===== src/rtl/lcd_fetch_pkg.sv =====
// Shared types and Wishbone burst encodings for the LCD framebuffer fetcher.
package lcd_fetch_pkg;
    typedef enum logic [1:0] {
        ST_IDLE,
        ST_REQ,
        ST_BURST,
        ST_DRAIN
    } fetch_state_t;

    localparam logic [2:0] CTI_CLASSIC = 3'b000;
    localparam logic [2:0] CTI_INCR    = 3'b010;
    localparam logic [2:0] CTI_END     = 3'b111;
    localparam logic [1:0] BTE_LINEAR  = 2'b00;
endpackage


===== src/rtl/wishbone_b3.sv =====
// 32-bit Wishbone B3 bus bundle with registered-feedback burst tags.
interface wishbone_b3;
    logic        cyc;
    logic        stb;
    logic        we;
    logic [31:0] adr;
    logic [3:0]  sel;
    logic [31:0] dat_m2s;
    logic [31:0] dat_s2m;
    logic [2:0]  cti;
    logic [1:0]  bte;
    logic        ack;
    logic        err;
    logic        rty;

    modport master (
        output cyc, stb, we, adr, sel, dat_m2s, cti, bte,
        input  dat_s2m, ack, err, rty
    );

    modport slave (
        input  cyc, stb, we, adr, sel, dat_m2s, cti, bte,
        output dat_s2m, ack, err, rty
    );
endinterface


===== src/rtl/sync_fifo_fwft.sv =====
// Single-clock first-word-fall-through FIFO with synchronous flush.
module sync_fifo_fwft #(
    parameter int WIDTH = 32,
    parameter int DEPTH = 16
) (
    input  logic                   clk,
    input  logic                   rst_n,
    input  logic                   flush,
    input  logic                   push,
    input  logic [WIDTH-1:0]       push_data,
    input  logic                   pop,
    output logic [WIDTH-1:0]       pop_data,
    output logic                   empty,
    output logic [$clog2(DEPTH):0] count
);
    localparam int AW = $clog2(DEPTH);
    localparam logic [AW:0] FULL = (AW+1)'(DEPTH);

    logic [WIDTH-1:0] mem [DEPTH];
    logic [AW-1:0]    wr_ptr;
    logic [AW-1:0]    rd_ptr;
    logic             do_push;
    logic             do_pop;

    assign empty    = (count == '0);
    assign do_pop   = pop && !empty;
    assign do_push  = push && (count != FULL || do_pop);
    assign pop_data = mem[rd_ptr];

    always_ff @(posedge clk or negedge rst_n) begin
        if (!rst_n) begin
            wr_ptr <= '0;
            rd_ptr <= '0;
            count  <= '0;
        end else if (flush) begin
            wr_ptr <= '0;
            rd_ptr <= '0;
            count  <= '0;
        end else begin
            if (do_push) wr_ptr <= wr_ptr + 1'b1;
            if (do_pop)  rd_ptr <= rd_ptr + 1'b1;
            count <= count + (AW+1)'(do_push) - (AW+1)'(do_pop);
        end
    end

    always_ff @(posedge clk) begin
        if (do_push && !flush) mem[wr_ptr] <= push_data;
    end

    // the fetcher only issues a burst when the whole burst fits
    always_ff @(posedge clk) begin
        if (rst_n && !flush)
            assert (!(push && count == FULL && !pop));
    end
endmodule


===== src/rtl/wb_lcd_fetch.sv =====
// Wishbone B3 burst-read master streaming a framebuffer into the
// pixel FIFO; one frame of FRAME_WORDS words per frame_start.
module wb_lcd_fetch #(
    parameter int FIFO_DEPTH  = 16,
    parameter int BURST_LEN   = 8,
    parameter int FRAME_WORDS = 38400
) (
    input  logic        clk,
    input  logic        rst,
    wishbone_b3.master  wb,
    input  logic [31:0] fb_base,
    input  logic        frame_start,
    input  logic        pix_rd,
    output logic [31:0] pix_data,
    output logic        pix_valid,
    output logic        underrun,
    output logic        bus_error
);
    import lcd_fetch_pkg::*;

    localparam int RW = $clog2(FRAME_WORDS + 1);
    localparam int LW = $clog2(BURST_LEN + 1);
    localparam int CW = $clog2(FIFO_DEPTH) + 1;

    fetch_state_t  state;
    logic [31:0]   ptr;
    logic [RW-1:0] remaining;
    logic [LW-1:0] beats_left;
    logic [LW-1:0] len;
    logic [CW-1:0] count;
    logic [CW-1:0] free;
    logic          cyc;
    logic          stb;
    logic [31:0]   adr;
    logic [2:0]    cti;
    logic          beat_done;
    logic          last;
    logic          push;
    logic          empty;

    assign wb.cyc     = cyc;
    assign wb.stb     = stb;
    assign wb.adr     = adr;
    assign wb.cti     = cti;
    assign wb.we      = 1'b0;
    assign wb.sel     = 4'hF;
    assign wb.dat_m2s = '0;
    assign wb.bte     = BTE_LINEAR;

    assign len       = (remaining < RW'(BURST_LEN)) ? LW'(remaining)
                                                    : LW'(BURST_LEN);
    assign free      = CW'(FIFO_DEPTH) - count;
    assign beat_done = cyc && stb && (wb.ack || wb.err);
    assign last      = (beats_left == LW'(1));
    assign push      = (state == ST_BURST) && beat_done && !frame_start;
    assign pix_valid = !empty;

    sync_fifo_fwft #(
        .WIDTH (32),
        .DEPTH (FIFO_DEPTH)
    ) u_fifo (
        .clk       (clk),
        .rst_n     (rst),
        .flush     (frame_start),
        .push      (push),
        .push_data (wb.err ? 32'h0 : wb.dat_s2m),
        .pop       (pix_rd),
        .pop_data  (pix_data),
        .empty     (empty),
        .count     (count)
    );

    always_ff @(posedge clk or negedge rst) begin
        if (!rst) begin
            state      <= ST_IDLE;
            ptr        <= '0;
            remaining  <= '0;
            beats_left <= '0;
            cyc        <= 1'b0;
            stb        <= 1'b0;
            adr        <= '0;
            cti        <= CTI_CLASSIC;
            underrun   <= 1'b0;
            bus_error  <= 1'b0;
        end else begin
            if (pix_rd && !pix_valid) underrun <= 1'b1;
            if (beat_done && wb.err) bus_error <= 1'b1;

            // a retried beat is re-presented after one idle strobe cycle
            if (cyc && !stb) stb <= 1'b1;
            else if (stb && wb.rty) stb <= 1'b0;

            unique case (state)
                ST_IDLE: ;
                ST_REQ: begin
                    if (frame_start) begin
                    end else if (remaining == '0) begin
                        state <= ST_IDLE;
                    end else if (free >= CW'(len)) begin
                        state      <= ST_BURST;
                        cyc        <= 1'b1;
                        stb        <= 1'b1;
                        adr        <= ptr;
                        cti        <= (len == LW'(1)) ? CTI_END : CTI_INCR;
                        beats_left <= len;
                        ptr        <= ptr + (32'(len) << 2);
                        remaining  <= remaining - RW'(len);
                    end
                end
                ST_BURST, ST_DRAIN: begin
                    if (beat_done) begin
                        adr        <= adr + 32'd4;
                        beats_left <= beats_left - 1'b1;
                        if (beats_left == LW'(2)) cti <= CTI_END;
                        if (last || wb.err) begin
                            cyc   <= 1'b0;
                            stb   <= 1'b0;
                            cti   <= CTI_CLASSIC;
                            state <= ST_REQ;
                        end
                    end
                end
            endcase

            if (frame_start) begin
                ptr       <= fb_base;
                remaining <= RW'(FRAME_WORDS);
                underrun  <= 1'b0;
                bus_error <= 1'b0;
                state     <= (cyc && !(beat_done && (last || wb.err)))
                             ? ST_DRAIN : ST_REQ;
            end
        end
    end
endmodule


===== src/flat_wrapper.sv =====
// flat-port wrapper written by rule: the top's interface ports become plain ports
module wb_lcd_fetch_flat import lcd_fetch_pkg::*;
#(
    parameter int FIFO_DEPTH  = 16,
    parameter int BURST_LEN   = 8,
    parameter int FRAME_WORDS = 38400
)
  (clk, rst, fb_base, frame_start, pix_rd, pix_data, pix_valid, underrun, bus_error, wb_cyc, wb_stb, wb_we, wb_adr, wb_sel, wb_dat_m2s, wb_cti, wb_bte, wb_dat_s2m, wb_ack, wb_err, wb_rty);
  wishbone_b3 wb_i ();
  input  logic clk;
  input  logic rst;
  input  logic [31:0] fb_base;
  input  logic frame_start;
  input  logic pix_rd;
  output logic [31:0] pix_data;
  output logic pix_valid;
  output logic underrun;
  output logic bus_error;
  output wire logic [$bits(wb_i.cyc)-1:0] wb_cyc;
  output wire logic [$bits(wb_i.stb)-1:0] wb_stb;
  output wire logic [$bits(wb_i.we)-1:0] wb_we;
  output wire logic [$bits(wb_i.adr)-1:0] wb_adr;
  output wire logic [$bits(wb_i.sel)-1:0] wb_sel;
  output wire logic [$bits(wb_i.dat_m2s)-1:0] wb_dat_m2s;
  output wire logic [$bits(wb_i.cti)-1:0] wb_cti;
  output wire logic [$bits(wb_i.bte)-1:0] wb_bte;
  input wire logic [$bits(wb_i.dat_s2m)-1:0] wb_dat_s2m;
  input wire logic [$bits(wb_i.ack)-1:0] wb_ack;
  input wire logic [$bits(wb_i.err)-1:0] wb_err;
  input wire logic [$bits(wb_i.rty)-1:0] wb_rty;
  assign wb_cyc = wb_i.cyc;
  assign wb_stb = wb_i.stb;
  assign wb_we = wb_i.we;
  assign wb_adr = wb_i.adr;
  assign wb_sel = wb_i.sel;
  assign wb_dat_m2s = wb_i.dat_m2s;
  assign wb_cti = wb_i.cti;
  assign wb_bte = wb_i.bte;
  assign wb_i.dat_s2m = wb_dat_s2m;
  assign wb_i.ack = wb_ack;
  assign wb_i.err = wb_err;
  assign wb_i.rty = wb_rty;
  wb_lcd_fetch #(.FIFO_DEPTH(FIFO_DEPTH), .BURST_LEN(BURST_LEN), .FRAME_WORDS(FRAME_WORDS)) u_core (.clk(clk), .rst(rst), .wb(wb_i), .fb_base(fb_base), .frame_start(frame_start), .pix_rd(pix_rd), .pix_data(pix_data), .pix_valid(pix_valid), .underrun(underrun), .bus_error(bus_error));
endmodule

===== config.mk =====
export PLATFORM = sky130hd
export DESIGN_NAME = wb_lcd_fetch_flat
export DESIGN_NICKNAME = d
export VERILOG_FILES = /design/src/rtl/lcd_fetch_pkg.sv /design/src/rtl/wishbone_b3.sv /design/src/rtl/sync_fifo_fwft.sv /design/src/rtl/wb_lcd_fetch.sv /design/src/flat_wrapper.sv
export SDC_FILE = /design/constraint.sdc
export NUM_CORES = 1
export LEC_CHECK = 0
export ABC_AREA = 1
export ABC_CLOCK_PERIOD_IN_PS = 3600
export CAP_MARGIN = 0
export CORE_UTILIZATION = 25
export CTS_BUF_LIST = sky130_fd_sc_hd__clkbuf_8
export DETAILED_ROUTE_END_ITERATION = 8
export PLACE_DENSITY = 0.4
export SLEW_MARGIN = 20
export SYNTH_ARGS = -nofsm -noshare
export SYNTH_HDL_FRONTEND = slang
export SYNTH_SLANG_ARGS = --single-unit

===== constraint.sdc =====
create_clock -name clk -period 3.6 [get_ports clk]
set_input_delay 0.36 -clock clk [delete_from_list [all_inputs] [get_ports clk]]
set_output_delay 0.36 -clock clk [all_outputs]
set_load 0.02 [all_outputs]

Word level (Yosys, flattened, before mapping)
Memories as Yosys holds them, arrays and structs flattened.
Index checks and enable logic that the tools add are counted.
{ "classes": {"addsub": 9, "n_reduce_logical": 36, "magnitude_cmp": 2, "eq_ne": 17, "mux": 60} }
{ "ops": {"columns": ["operator", "n"], "rows": [
  ["$mux 32", 9],
  ["$mux 16", 4],
  ["$pmux 32 s2", 1],
  ["$mux 4", 9],
  ["$add 32x3->32 const B", 1],
  ["$add 32x6->32", 1],
  ["$mux 3", 7],
  ["$mux 1", 18],
  ["$logic_not 16->1", 1],
  ["$lt 16x4->1 const B", 1],
  ["$sub 16x4->16", 1],
  ["$reduce_bool 2->1", 7],
  ["$logic_and 1x1->1", 13],
  ["$mux 2", 6],
  ["$reduce_and 6->1", 2],
  ["$add 4x1->4 const B", 2],
  ["$eq 4x1->1 const B", 2],
  ["$pmux 4 s2", 1],
  ["$ne 2x1->1 const B", 3],
  ["$ne 2x2->1 const B", 3],
  ["$ne 3x2->1 const B", 2],
  ["$pmux 3 s2", 1],
  ["$add 5x1->5", 1],
  ["$ge 5x4->1", 1],
  ["20 further kinds", 27]
]} }
{ "totals": {"input_bits": 71, "regBits": 106, "memories": 1, "ram_bits": 512, "elab_cells": 138} }
{ "memory_table": {"columns": ["memory", "words", "word_bits", "read_ports", "rd_clocked_by_memory_dff", "wr", "line", "rtl"], "rows": [
  ["u_core.u_fifo.mem", 16, 32, 1, 0, 1, "sync_fifo_fwft.sv:19", "logic [WIDTH-1:0] mem [DEPTH];"]
]} }

Longest topological paths before layout
Gate-level depths: netlist (run 1).
{ "depth": {"depth_word": 8, "depth_mapped": 19} }

Hierarchy
Synthesis (run 1) repeated with hierarchy kept, for this count alone.
{ "unflattened": {"hier_cells": 3224, "area_unflattened_um2": 29438.2} }
{ "by_module_without_submodules": {"columns": ["mod", "n_inst", "seq_area_each_um2", "area_each_um2", "cells_per_inst"], "rows": [
  ["sync_fifo_fwft", 1, 15700.1, 22331.4, 2136],
  ["wb_lcd_fetch", 1, 2302.2, 7106.8, 1088]
]} }

Least setup slack after synthesis (run 1)
Ideal clock, no wire load.
{ "synth_timing": {"path_type": "register to register", "from": "reg u_core.u_fifo.count[1]", "to": "mem u_core.u_fifo.mem[15][0], enable pin", "t_required_ns": 3.179, "setup_time_ns": 0.421, "path_slack_ns": 0.152, "synth_period_minus_slack_ns": 3.448, "arrival_time_ns": 3.027, "path_stages_with_launch": 13, "path_cell_list": "dfrtp_1 -> inv_1 -> ha_1 -> nand2_1 -> inv_1 -> ha_1 -> inv_1 -> nand2_1 -> nand2_1 -> nand2_1 -> inv_2 -> nand2_1 -> nor2_1"} }
{ "synth_between": {"elab_chain_len": 8} }
{ "synth_rtl": {"columns": ["item", "line", "rtl"], "rows": [
  ["from (decl)", "sync_fifo_fwft.sv:14", "output logic [$clog2(DEPTH):0] count"],
  ["from (signal assigned)", "sync_fifo_fwft.sv:42", "count <= count + (AW+1)'(do_push) - (AW+1)'(do_pop);"],
  ["$logic_not 5->1", "sync_fifo_fwft.sv:25", "assign empty = (count == '0);"],
  ["$logic_not 1->1", null, null],
  ["via pix_valid", "flat_wrapper.sv:16", "output logic pix_valid;"],
  ["$logic_and 1x1->1", "sync_fifo_fwft.sv:26", "assign do_pop = pop && !empty;"],
  ["$logic_or 1x1->1", "sync_fifo_fwft.sv:27", "assign do_push = push && (count != FULL || do_pop);"],
  ["$logic_and 1x1->1", "sync_fifo_fwft.sv:27", null],
  ["$logic_and 1x1->1", "sync_fifo_fwft.sv:47", "if (do_push && !flush) mem[wr_ptr] <= push_data;"],
  ["$mux 1", "sync_fifo_fwft.sv:47", null],
  ["$mux 1 (not written as such)", "sync_fifo_fwft.sv:47", null],
  ["to (decl)", "sync_fifo_fwft.sv:19", null]
]} }
The timed path passes the listed nets, and every way through them passes these cells.

Worst setup path after layout (run 1)
{ "layout_timing": {"from": "reg u_core.u_fifo.rd_ptr[0]", "to": "out pix_data[13]"} }
{ "layout_between": {"elab_chain_len": 1} }
{ "layout_rtl": {"columns": ["item", "line", "rtl"], "rows": [
  ["from (decl)", "sync_fifo_fwft.sv:21", "logic [AW-1:0] rd_ptr;"],
  ["from (signal assigned)", "sync_fifo_fwft.sv:41", "if (do_pop) rd_ptr <= rd_ptr + 1'b1;"],
  ["$mem_v2 16x32", null, null],
  ["to (decl)", "flat_wrapper.sv:15", "output logic [31:0] pix_data;"]
]} }
No other way between the ends.

==> results of run 1 <==
-- cell families (layout without fill, tap and decap cells) --
logic type / count (synthesis) / after routing / share of synthesized area [%]
buffers and inverters: 338 / 577 / 5.496
AO/OA/AOI/OAI: 557 / 557 / 12.34
AND/OR/NAND/NOR: 931 / 931 / 14.20
other: 2 / 42 / 0.02724
XOR/XNOR: 40 / 40 / 1.271
adder cells (fa/ha/maj): 29 / 29 / 1.370
flip-flops: 617 / 617 / 65.29
-- cell usage in the layout (no fill, tap or decap), types with 15 or more instances in the layout --
master and count:
nand2_1 354, nand4_1 16, clkdlybuf4s50_1 132, o22ai_1 44
ha_1 27, clkbuf_8 115, nor3_1 24, a21oi_1 24
nor2_4 21, xor2_1 32, edfxtp_1 512, conb_1 40
buf_12 15, dfrtp_1 101, nor2_1 369, o21ai_1 30
nand3_1 98, clkinv_1 23, inv_1 178, nor2_2 17
o221ai_1 89, o211ai_1 52, buf_4 50, o21ai_0 297
-- synth_stat cells, drive strengths merged, types with 2 or more instances --
| cell | number |
|---|---|
| xor2 | 32 |
| nor2 | 407 |
| o211ai | 60 |
| nor3 | 26 |
| and2 | 2 |
| clkbuf | 96 |
| edfxtp | 512 |
| a21oi | 26 |
| o22ai | 44 |
| fa | 2 |
| nand2 | 365 |
| nand3b | 8 |
| nand4 | 17 |
| nor4 | 2 |
| clkinv | 2 |
| a31oi | 4 |
| nand3 | 102 |
| xnor2 | 8 |
| o31ai | 2 |
| dfrtp | 105 |
| buf | 82 |
| o221ai | 89 |
| o21ai | 328 |
| conb | 2 |
| ha | 27 |
| inv | 158 |
-- sequential cells by signal, indices dropped and copies added, names as in the netlist --
| name | count |
|---|---|
| u_core.beats_left | 4 |
| u_core.bus_error | 1 |
| u_core.ptr | 32 |
| u_core.remaining | 16 |
| u_core.state | 2 |
| u_core.u_fifo.count | 5 |
| u_core.u_fifo.mem | 512 |
| u_core.u_fifo.rd_ptr | 4 |
| u_core.u_fifo.wr_ptr | 4 |
| u_core.underrun | 1 |
| u_core.wb.adr | 32 |
| u_core.wb.cti | 2 |
| u_core.wb.cyc | 1 |
| u_core.wb.stb | 1 |
-- repair_timing --
action	4_1_cts	5_1_grt
cloned	3	1
buffers inserted	3	3
setup endpoints to repair	26	18
hold buffers	2	0
endpoints found under the hold margin	61	0
resized for setup	17	8
-- per-layer routing --
| layer | GRT usage, % | routed length (um) | share of wire, % |
|---|---|---|---|
| met5 | 0 | 0 | 0 |
| met4 | 4.841 | 2409 | 2.7 |
| met3 | 2.859 | 4001 | 4.5 |
| met2 | 25.87 | 41870 | 48 |
| met1 | 20.42 | 39810 | 45 |
-- metrics by stage --
stage          setup TNS, ns  std cells
6_report                   0       4269
3_5_place_dp               0       4060
4_1_cts             -0.02530       4262
5_1_grt                    0       4268
3_3_place_gp               0       4060
2_1_floorplan              0       2552
-- worst min-delay path, delay by kind of cell --
family                 cells  cell delay [ns]
AO/OA/AOI/OAI              1             0.10
AND/OR/NAND/NOR            2             0.24
buffers and inverters      2             0.18
-- layout make-up --
type                       instances  share of cell area, %
sequential                       617                  53.93
multi-input combinational       1597                  24.97
timing repair buffer             223                  7.244
tap                             1476                  5.528
clock buffer                     115                  4.738
inverter                         160                  1.899
clock inverter                    79                  1.678
antenna                            2                0.01498
-- power breakdown --
group / switching (W) / internal (W) / total, W / leakage, nW
clock network: 0.00306 / 0.00347 / 0.00653 / 1.20
logic: 0.00484 / 0.00264 / 0.00748 / 4.82
registers: 0.000759 / 0.00825 / 0.00901 / 5.97
total: 0.00867 / 0.0144 / 0.0230 / 12.0
-- how the worst min path moves through the flow --
stage	startpoint	endpoint	cells past startpoint
floorplan	rst	u_core.beats_left[0]	0
global placement	u_core.wb.adr[1]	u_core.wb.adr[1]	2
detailed placement	u_core.wb.adr[1]	u_core.wb.adr[1]	2
CTS	frame_start	u_core.u_fifo.wr_ptr[0]	5
global route	fb_base[1]	u_core.ptr[1]	3
finish	frame_start	u_core.u_fifo.wr_ptr[0]	5
==> Flow_metrics.wiki, run 1 <==
{| class="wikitable"
! Metric !! Value
|-
| Share of the synthesized area in the top cell type || 55.76%
|-
| Top Ports || 182
|-
| Setup slack on the worst flop-to-flop path || 0.35 ns
|-
| Pre-CTS setup slack || 0.2687 ns
|-
| Count of cell types in the netlist || 52
|-
| Main area contributors after synthesis || edfxtp_1 56%, dfrtp_1 9.5%, o21ai_0 5.4%
|-
| Via count of the routed design || 19.93k
|-
| Final design area excluding fillers || 33,410 um2
|-
| CTS Buf Count || 111
|-
| Leakage power || 11.99 nW
|-
| Capturing element type of the critical path || output port
|-
| Highest Clock Rate || 290.9 MHz
|-
| Final slew viol count || 0
|-
| DRC || 0
|-
| Peak supply drop || 0.3208 mV
|-
| Most frequent cell on the critical path || buf_12
|-
| Starting utilization of the core area || 25.26%
|-
| GRT Residual Overflow || 0
|-
| Final period demand of the worst path || 3.438 ns
|-
| Final setup violation count || 0
|-
| Die outline area || 111,600 um2
|-
| Die Span Y || 334.1 um
|-
| Mapped Avg Cell Area || 10.97 um2
|-
| Cells after synthesis || 2,514
|-
| Sink Count || 617
|-
| TritonCTS clock tree || yes
|-
| Post-synthesis cell area || 27,570 um2
|-
| Critical Path Start Type || flop
|-
| Power Density || 689.2 nW/um2
|-
| Half-perimeter wire length after detailed placement || 51.11 mm
|-
| Antenna Nets Post-Route || 0
|-
| Routed Wire Length || 88.09 mm
|-
| Wire length per cell || 20.63 um
|-
| Hold_ws || 0.1764 ns
|-
| Die W || 334.1 um
|-
| Arr. time, crit path || 3.08 ns
|-
| Filler Cell Count || 11.22k
|-
| Clock input transition at the sequential cells of the worst setup and hold paths || 0.06 ns
|-
| Crit path kind || flop to output port
|-
| Sum of buffers and inverters on the critical path || 4
|-
| Row cnt || 121
|-
| Most used flip-flop cell after synthesis || edfxtp_1
|-
| Result of the run || completed
|-
| Unrepaired setup endpoints after global routing || no
|-
| Share of the clock period used by the worst path || 95.50%
|-
| Share of post-route cells with drive strength above 1 || 11.11%
|-
| Synthesis warning total || 0
|-
| Area of combinational cells with multiple inputs || 8342 um2
|-
| Via count of the first global-routing pass || 20.23k
|-
| Flop and latch count out of synthesis || 617
|-
| Pin count of the biggest net entering global routing || 103
|-
| DR vias/cell || 4.668
|-
| Routability congestion estimate from global placement || 0.8404
|-
| Worst slew pin tran || 1.152 ns
|-
| Worst hold path class || input port to flop
|-
| Critical Path End || pix_data[13]
|-
| Clk Latency, worst-skew pair || 0.76 ns
|-
| Detailed-routing iteration count for the pre-antenna-repair pass || 5
|-
| Slowest cell on the critical path || clkdlybuf4s50_1
|-
| Wire length of the first global-routing pass || 130.5 mm
|-
| Crit path max fanout || 45
|-
| Worst setup slack after layout || 0.1620 ns
|-
| Total power draw || 0.02302 W
|-
| Maximum cell stage delay along the critical path || 0.61 ns
|-
| Sequential fraction of the synthesis area || 65.29%
|-
| Leading area contributor after synthesis || edfxtp_1
|-
| Final-report hold violation count || 0
|-
| Initial drt markers || 1,293
|-
| Final-stage net count || 2,810
|-
| Ys async rst share || 17.02%
|-
| Cell depth of the worst setup path || 8
|-
| Storage cell area || 18,010 um2
|-
| Area growth from synthesis to layout || 21.16%
|-
| Util after Layout || 30.60%
|-
| Worst slew margin || 22.91%
|-
| Max_cap viols || 0
|-
| Required time reported for the critical path endpoint || 3.24 ns
|-
| Deepest clock path buffer count || 3
|-
| Crit path from || u_core.u_fifo.rd_ptr[0]
|-
| Crit Reg-Reg Startpoint || u_core.remaining[8]
|-
| Std-Cell Core Area || 109,200 um2
|-
| Reg2reg path depth || 15
|-
| Worst R2R End || u_core.ptr[28]
|-
| Largest delay contributor family on the critical path || buffers and inverters
|-
| Worst clock skew on the final layout || 0.03406 ns
|-
| DP Area || 30,910 um2
|-
| Cell chosen for the clock root || clkbuf_8
|-
| Count of buffers inserted at the top-level ports || 142
|-
| Count of flip-flops with a built-in enable after synthesis || 512
|-
| Total routing resource utilization after global routing || 15.56%
|-
| Number of antenna violations at the first check in global routing || 1
|-
| H-tree depth reported by CTS || 3
|-
| Cell-by-cell listing of the critical path || buf_12, clkinv_16, buf_12, o21ai_0, o221ai_1, o211ai_1, nand2_1, clkdlybuf4s50_1
|}
(Power assumes the default switching activity.)
==> run 2, diff against run 1 <==
CORE_MARGIN = 2   (was default)
TNS_END_PERCENT = 20   (was default)
==> run 2 against run 1 <==
Sequential power barely moved. Flip-flop and latch count did not move. Highest routed layer is now met5. Register-to-register slack barely moved. Critical endpoint is now pix_data[28]. Combinational power fell by 1%. Non-clock buffer count fell by 8. Largest cell class unchanged. Setup slack improved by 0.0087 ns. Hold slack got worse by 0.018 ns.
==> Flow_metrics.wiki, run 2 (synthesis gave the netlist of run 1 again) <==
{| class="wikitable"
! Metric !! Value
|-
| Result of the run || completed
|-
| Slowest cell on the critical path || clkdlybuf4s50_1
|-
| Routability congestion estimate from global placement || 0.8415 (+0.13%)
|-
| Initial drt markers || 1,429 (+11%)
|-
| Top Ports || 182 (unchanged)
|-
| Total power draw || 0.02315 W (+0.53%)
|-
| Arr. time, crit path || 3.07 ns (about the same)
|-
| Peak supply drop || 0.3056 mV (-4.7%)
|-
| Half-perimeter wire length after detailed placement || 52.60 mm (+2.9%)
|-
| Std-Cell Core Area || 109,200 um2 (unchanged)
|-
| Area growth from synthesis to layout || 21.27% (about the same)
|-
| Highest Clock Rate || 291.6 MHz (+0.25%)
|-
| Number of antenna violations at the first check in global routing || 5 (+4)
|-
| Share of post-route cells with drive strength above 1 || 11.11% (about the same)
|-
| Most flop-heavy register || u_core.u_fifo.mem
|-
| Power Density || 692.3 nW/um2 (+0.44%)
|-
| Final period demand of the worst path || 3.429 ns (-0.008686 ns)
|-
| Max_cap viols || 0 (unchanged)
|-
| Total routing resource utilization after global routing || 15.75% (+0.19 points)
|-
| Deepest clock path buffer count || 3 (unchanged)
|-
| Sum of buffers and inverters on the critical path || 3 (-1)
|-
| Capturing element type of the critical path || output port
|-
| Worst hold start || frame_start
|-
| Starting utilization of the core area || 25.26% (unchanged)
|-
| Cell chosen for the clock root || clkbuf_8
|-
| Detailed-routing iteration count for the pre-antenna-repair pass || 5 (unchanged)
|-
| Commonest non-fill, non-tap cells in the layout || 512 x edfxtp_1, 369 x nor2_1, 354 x nand2_1, 297 x o21ai_0, 172 x inv_1
|-
| Critical Path Start Type || flop
|-
| Antenna Nets Post-Route || 0 (unchanged)
|-
| Setup slack on the worst flop-to-flop path || 0.36 ns (about the same)
|-
| GRT Residual Overflow || 0 (unchanged)
|-
| Top flop regs || u_core.u_fifo.mem x512, u_core.ptr x32, u_core.wb.adr x32
|-
| Final-stage net count || 2,799 (-0.39%)
|-
| Clock input transition at the sequential cells of the worst setup and hold paths || 0.06 ns (about the same)
|-
| Clk Latency, worst-skew pair || 0.73 ns (-0.03 ns)
|-
| Worst slew pin tran || 1.110 ns (-0.04212 ns)
|-
| Leakage power || 12.06 nW (+0.55%)
|-
| DRC || 0 (unchanged)
|-
| Maximum cell stage delay along the critical path || 0.63 ns (+0.02 ns)
|-
| Worst slew margin || 25.72% (+2.8 points)
|-
| Required time reported for the critical path endpoint || 3.24 ns (about the same)
|-
| Sink Count || 617 (unchanged)
|-
| DP Area || 30,950 um2 (+0.13%)
|-
| TritonCTS clock tree || yes
|-
| Crit path max fanout || 50 (+11%)
|-
| Largest delay contributor family on the critical path || buffers and inverters
|-
| Final-report hold violation count || 0 (unchanged)
|-
| Die Span Y || 336.1 um (+0.60%)
|-
| Cell depth of the worst min-delay path || 5 (unchanged)
|-
| Worst-case hold path end point || u_core.u_fifo.wr_ptr[0]
|-
| Row cnt || 121 (unchanged)
|-
| Share of the clock period used by the worst path || 95.26% (-0.24 points)
|-
| Reg2reg path depth || 18 (+3)
|-
| Die outline area || 113,000 um2 (+1.2%)
|-
| Routed Wire Length || 90.31 mm (+2.5%)
|-
| Util after Layout || 30.63% (about the same)
|-
| Final design area excluding fillers || 33,440 um2 (about the same)
|-
| Final slew viol count || 0 (unchanged)
|-
| H-tree depth reported by CTS || 3 (unchanged)
|-
| Worst clock skew on the final layout || 0.03323 ns (-0.0008267 ns)
|-
| Cell-by-cell listing of the critical path || clkinv_8, buf_16, o21ai_0, o221ai_1, o211ai_1, nand2_1, clkdlybuf4s50_1
|-
| Wire length per cell || 21.20 um (+2.7%)
|-
| Worst hold path class || input port to flop
|-
| DR vias/cell || 4.663 (-0.10%)
|-
| Crit path kind || flop to output port
|-
| Max reg flops || 512 (unchanged)
|-
| Wire length of the first global-routing pass || 133.2 mm (+2.1%)
|-
| Pin count of the biggest net entering global routing || 103 (unchanged)
|-
| Die W || 336.1 um (+0.60%)
|-
| Via count of the first global-routing pass || 20.35k (+0.60%)
|-
| CTS Buf Count || 107 (-3.6%)
|-
| Final setup violation count || 0 (unchanged)
|-
| Most common library cell in the layout ignoring fill and taps || edfxtp_1
|-
| Unrepaired setup endpoints after global routing || yes
|-
| Crit Reg-Reg Startpoint || u_core.remaining[8]
|-
| Worst R2R End || u_core.wb.adr[25]
|-
| Count of buffers inserted at the top-level ports || 142 (unchanged)
|-
| Via count of the routed design || 19.87k (-0.31%)
|}
-- run 2: changes by cell type in the layout (fill, tap and decap cells not counted), sizes merged, moves of 2 or more --
cell           change
clkinv             +5
clkdlybuf4s50     -11
bufbuf             -2
clkinvlp           -2
inv                -6
clkbuf             -2
bufinv             +4
buf                -8
dlymetal6s2s      +12
-- run 2: worst max path at each step --
stage	end	slack, ns	start	depth (start not counted)
CTS	pix_data[28]	-0.03	u_core.u_fifo.rd_ptr[0]	6
floorplan	u_core.u_fifo.mem[15][0]	0.15	u_core.u_fifo.count[1]	12
detailed placement	u_core.remaining[6]	0.25	u_core.remaining[8]	17
finish	pix_data[28]	0.17	u_core.u_fifo.rd_ptr[1]	7
global placement	u_core.remaining[6]	0.21	u_core.remaining[8]	17
global route	pix_data[12]	-0.01	u_core.u_fifo.rd_ptr[1]	7
-- run 2: worst min-delay path, stage by stage --
cell and delay, ns:
buf_2 0.11, nor4_1 0.08, nand2_1 0.15, o21ai_0 0.10, inv_1 0.06
-- run 2: report_power, final --
group	internal [W]	switching [W]
Sequential	0.00825	0.000772
Combinational	0.00252	0.00486
Clock	0.00370	0.00304
-- run 2: metrics by stage --
step,hold WS [ns],cells,TNS [ns],setup slack [ns]
5_1_grt,0.1351,4259,-0.009731,-0.009731
3_3_place_gp,0.4666,4056,0,0.2118
3_5_place_dp,0.4702,4056,0,0.2492
6_report,0.1588,4260,0,0.1707
4_1_cts,0.08372,4256,-0.04241,-0.03258
2_1_floorplan,0.06441,2552,0,0.1515
-- run 2: layer usage --
metal  global-route usage (%)  share of wire [%]  up-vias
li1                         -                  -     9228
met1                    20.17                 44     9943
met2                    26.58                 48      540
met3                    3.328                5.0      152
met4                    4.847                2.9        2
met5                        0              0.014        -
-- run 2: layout make-up --
cell class,instances,area [um2]
clock inverter,79,651.9
tap,1476,1847
sequential,617,18010
timing repair buffer,215,2369
timing repair inverter,1,8.758
multi-input combinational,1597,8348
antenna,2,5.005
clock buffer,113,1555
fill,11242,75720
inverter,160,636.9
-- run 2: what timing repair did --
item,4_1_cts,5_1_grt
setup buffers,3,2
hold buffers,2,0
gates resized for setup,18,18
gates cloned,3,0
hold endpoints to repair,46,0
setup endpoints to repair,32,28
==> run 3, diff against run 2 <==
ABC_CLOCK_PERIOD_IN_PS = 4400   (was 3600)
clock period = 4.4 ns   (was 3.6 ns; I/O delays follow)
==> run 3 against run 2 <==
Via count down 1.1%. Design area down 2.0%. Sequential power down 18%. Cell count down 0.33%. Clock-buffer cell count up 2. Global-route usage down 0.25 points. Core utilization down 0.61 points. Clock skew up 0.025 ns. Die area unchanged. Critical endpoint is now pix_data[11]. Clock power down 25%.
==> Flow_metrics.wiki, run 3 (synthesis gave the netlist of run 1 again) <==
{| class="wikitable"
! Metric !! Value
|-
| Top flop regs || u_core.u_fifo.mem x512, u_core.ptr x32, u_core.wb.adr x32
|-
| GRT Residual Overflow || 0 (unchanged)
|-
| Area of combinational cells with multiple inputs || 8337 um2 (-0.13%)
|-
| Area growth from synthesis to layout || 18.84%
|-
| Unrepaired setup endpoints after global routing || no
|-
| Result of the run || completed
|-
| Final setup TNS || 0 ns (unchanged)
|-
| Pin count of the biggest net entering global routing || 259 (+150%)
|-
| Die outline area || 113,000 um2 (unchanged)
|-
| Arr. time, crit path || 3.58 ns (+0.51 ns)
|-
| Wire length per cell || 20.73 um (-2.2%)
|-
| Peak supply drop || 0.2973 mV (-2.7%)
|-
| DR vias/cell || 4.627 (-0.78%)
|-
| Post CTS Setup Buffer Count || 0 (-3)
|-
| Filler Cell Count || 11.22k (-0.19%)
|-
| Half-perimeter wire length after detailed placement || 51.25 mm (-2.6%)
|-
| Via count of the routed design || 19.65k (-1.1%)
|-
| Leakage power || 11.68 nW (-3.2%)
|-
| Crit path kind || flop to output port
|-
| Capturing element type of the critical path || output port
|-
| Die W || 336.1 um (unchanged)
|-
| Deepest clock path buffer count || 3 (unchanged)
|-
| Number of antenna violations at the first check in global routing || 3 (-2)
|-
| Crit path max fanout || 131 (+160%)
|-
| Initial drt markers || 1,368 (-4.3%)
|-
| Most common library cell in the layout ignoring fill and taps || edfxtp_1
|-
| Worst slew pin tran || 1.103 ns (-0.007088 ns)
|-
| Share of post-route cells with drive strength above 1 || 9.830% (-1.3 points)
|-
| Number of instances resized during post-cts repair || 0 (-18)
|-
| Hold_ws || 0.1085 ns (-0.05033 ns)
|-
| Final-report hold violation count || 0 (unchanged)
|-
| Starting utilization of the core area || 25.26% (unchanged)
|-
| Highest Clock Rate || 248.6 MHz
|-
| Row cnt || 121 (unchanged)
|-
| Cell chosen for the clock root || clkbuf_8
|-
| Top Ports || 182 (unchanged)
|-
| Via count of the first global-routing pass || 20.36k (+0.039%)
|-
| Final-stage net count || 2,785 (-0.50%)
|-
| Routability congestion estimate from global placement || 0.8011 (-4.8%)
|-
| Die Span Y || 336.1 um (unchanged)
|-
| Detailed-routing iteration count for the pre-antenna-repair pass || 5 (unchanged)
|-
| Final slew viol count || 0 (unchanged)
|-
| Total routing resource utilization after global routing || 15.50% (-0.25 points)
|-
| H-tree depth reported by CTS || 3 (unchanged)
|-
| Clock input transition at the sequential cells of the worst setup and hold paths || 0.06 ns (about the same)
|-
| Antenna Nets Post-Route || 0 (unchanged)
|-
| TritonCTS clock tree || yes
|-
| Final setup violation count || 0 (unchanged)
|-
| Worst slew margin || 26.20% (+0.47 points)
|-
| Hold-fix buffers at CTS || 1 (-1)
|-
| Count of buffers inserted at the top-level ports || 142 (unchanged)
|-
| Final period demand of the worst path || 4.022 ns
|-
| Most flop-heavy register || u_core.u_fifo.mem
|-
| Worst clock skew on the final layout || 0.05871 ns (+0.02548 ns)
|-
| Share of the clock period used by the worst path || 91.41%
|-
| DRC || 0 (unchanged)
|-
| Critical Path Start Type || flop
|-
| Sink Count || 617 (unchanged)
|-
| Required time reported for the critical path endpoint || 3.96 ns (+0.72 ns)
|-
| Routed Wire Length || 88.03 mm (-2.5%)
|-
| Max reg flops || 512 (unchanged)
|-
| Wire length of the first global-routing pass || 130.9 mm (-1.8%)
|-
| Storage cell area || 18,010 um2 (unchanged)
|-
| Commonest non-fill, non-tap cells in the layout || 512 x edfxtp_1, 371 x nor2_1, 354 x nand2_1, 297 x o21ai_0, 184 x inv_1
|-
| CTS Buf Count || 111 (+3.7%)
|-
| Max_cap viols || 0 (unchanged)
|-
| Std-Cell Core Area || 109,200 um2 (unchanged)
|-
| Worst hold path class || input port to flop
|-
| Clk Latency, worst-skew pair || 0.78 ns (+0.05 ns)
|-
| Power Density || 556.8 nW/um2 (-20%)
|}
-- run 3: cell count changes in the layout (fill, tap and decap cells not counted), moves of 3 or more --
cell,delta
clkdlybuf4s50_1,+18
dlymetal6s2s_1,-14
inv_1,+12
buf_12,-11
clkinv_2,-10
bufinv_16,-9
clkinv_1,+8
buf_4,+6
buf_16,-4
dlygate4sd2_1,-4
buf_6,-3
-- run 3: per-layer routing --
layer / part of all wire (%) / GRT usage [%] / up-vias
met3: 4.7 / 2.860 / 138
met4: 2.4 / 4.532 / 2
met5: 0.015 / 0 / -
li1: - / - / 9202
met2: 48 / 26.09 / 486
met1: 45 / 20.25 / 9818
-- run 3: area by class of cell --
cell class	instances	area share (%)
Tap cell	1476	5.636
Clock buffer	115	4.831
Timing Repair Buffer	198	5.919
Clock inverter	80	1.295
Sequential cell	617	54.98
Multi-Input combinational cell	1597	25.44
Inverter	160	1.871
Antenna cell	3	0.02291
-- run 3: worst paths after layout --
path | start | to | slack, ns | depth (start not counted)
min in group asynchronous | rst | u_core.wb.adr[30] | 0.29 | 2
max in group asynchronous | rst | u_core.state[1] | 2.94 | 3
min | wb_err | u_core.state[1] | 0.11 | 4
max reg2reg | u_core.remaining[8] | u_core.remaining[6] | 0.97 | 17
max | u_core.u_fifo.rd_ptr[0] | pix_data[11] | 0.38 | 7
min reg2reg | u_core.ptr[1] | u_core.ptr[1] | 0.47 | 2
-- run 3: stage by stage --
step,instance area [um2],power (W),util (%),instances,setup slack [ns]
4_1_cts,32710,0.01851,29.97,4242,0.1430
2_1_floorplan,27710,0.01119,-,2552,0.9515
6_report,32770,0.01824,30.02,4246,0.3778
3_3_place_gp,30690,0.01335,28.12,4046,0.8967
3_5_place_dp,30690,0.01338,28.12,4046,0.9431
5_1_grt,32770,0.01942,30.02,4246,0.04644
-- run 3: report_power, final --
group          switching, W  internal, W  leakage, nW
logic               0.00388      0.00194         4.55
clock network       0.00250      0.00254         1.16
registers          0.000632      0.00675         5.97
-- run 3: worst max-delay path: stages (launching register included) --
cell and delay, ns:
dfrtp_4 0.45, buf_12 0.42, buf_16 0.46, o21ai_0 0.27
o221ai_1 0.27, o211ai_1 0.12, nand2_1 0.14, clkdlybuf4s50_1 0.61
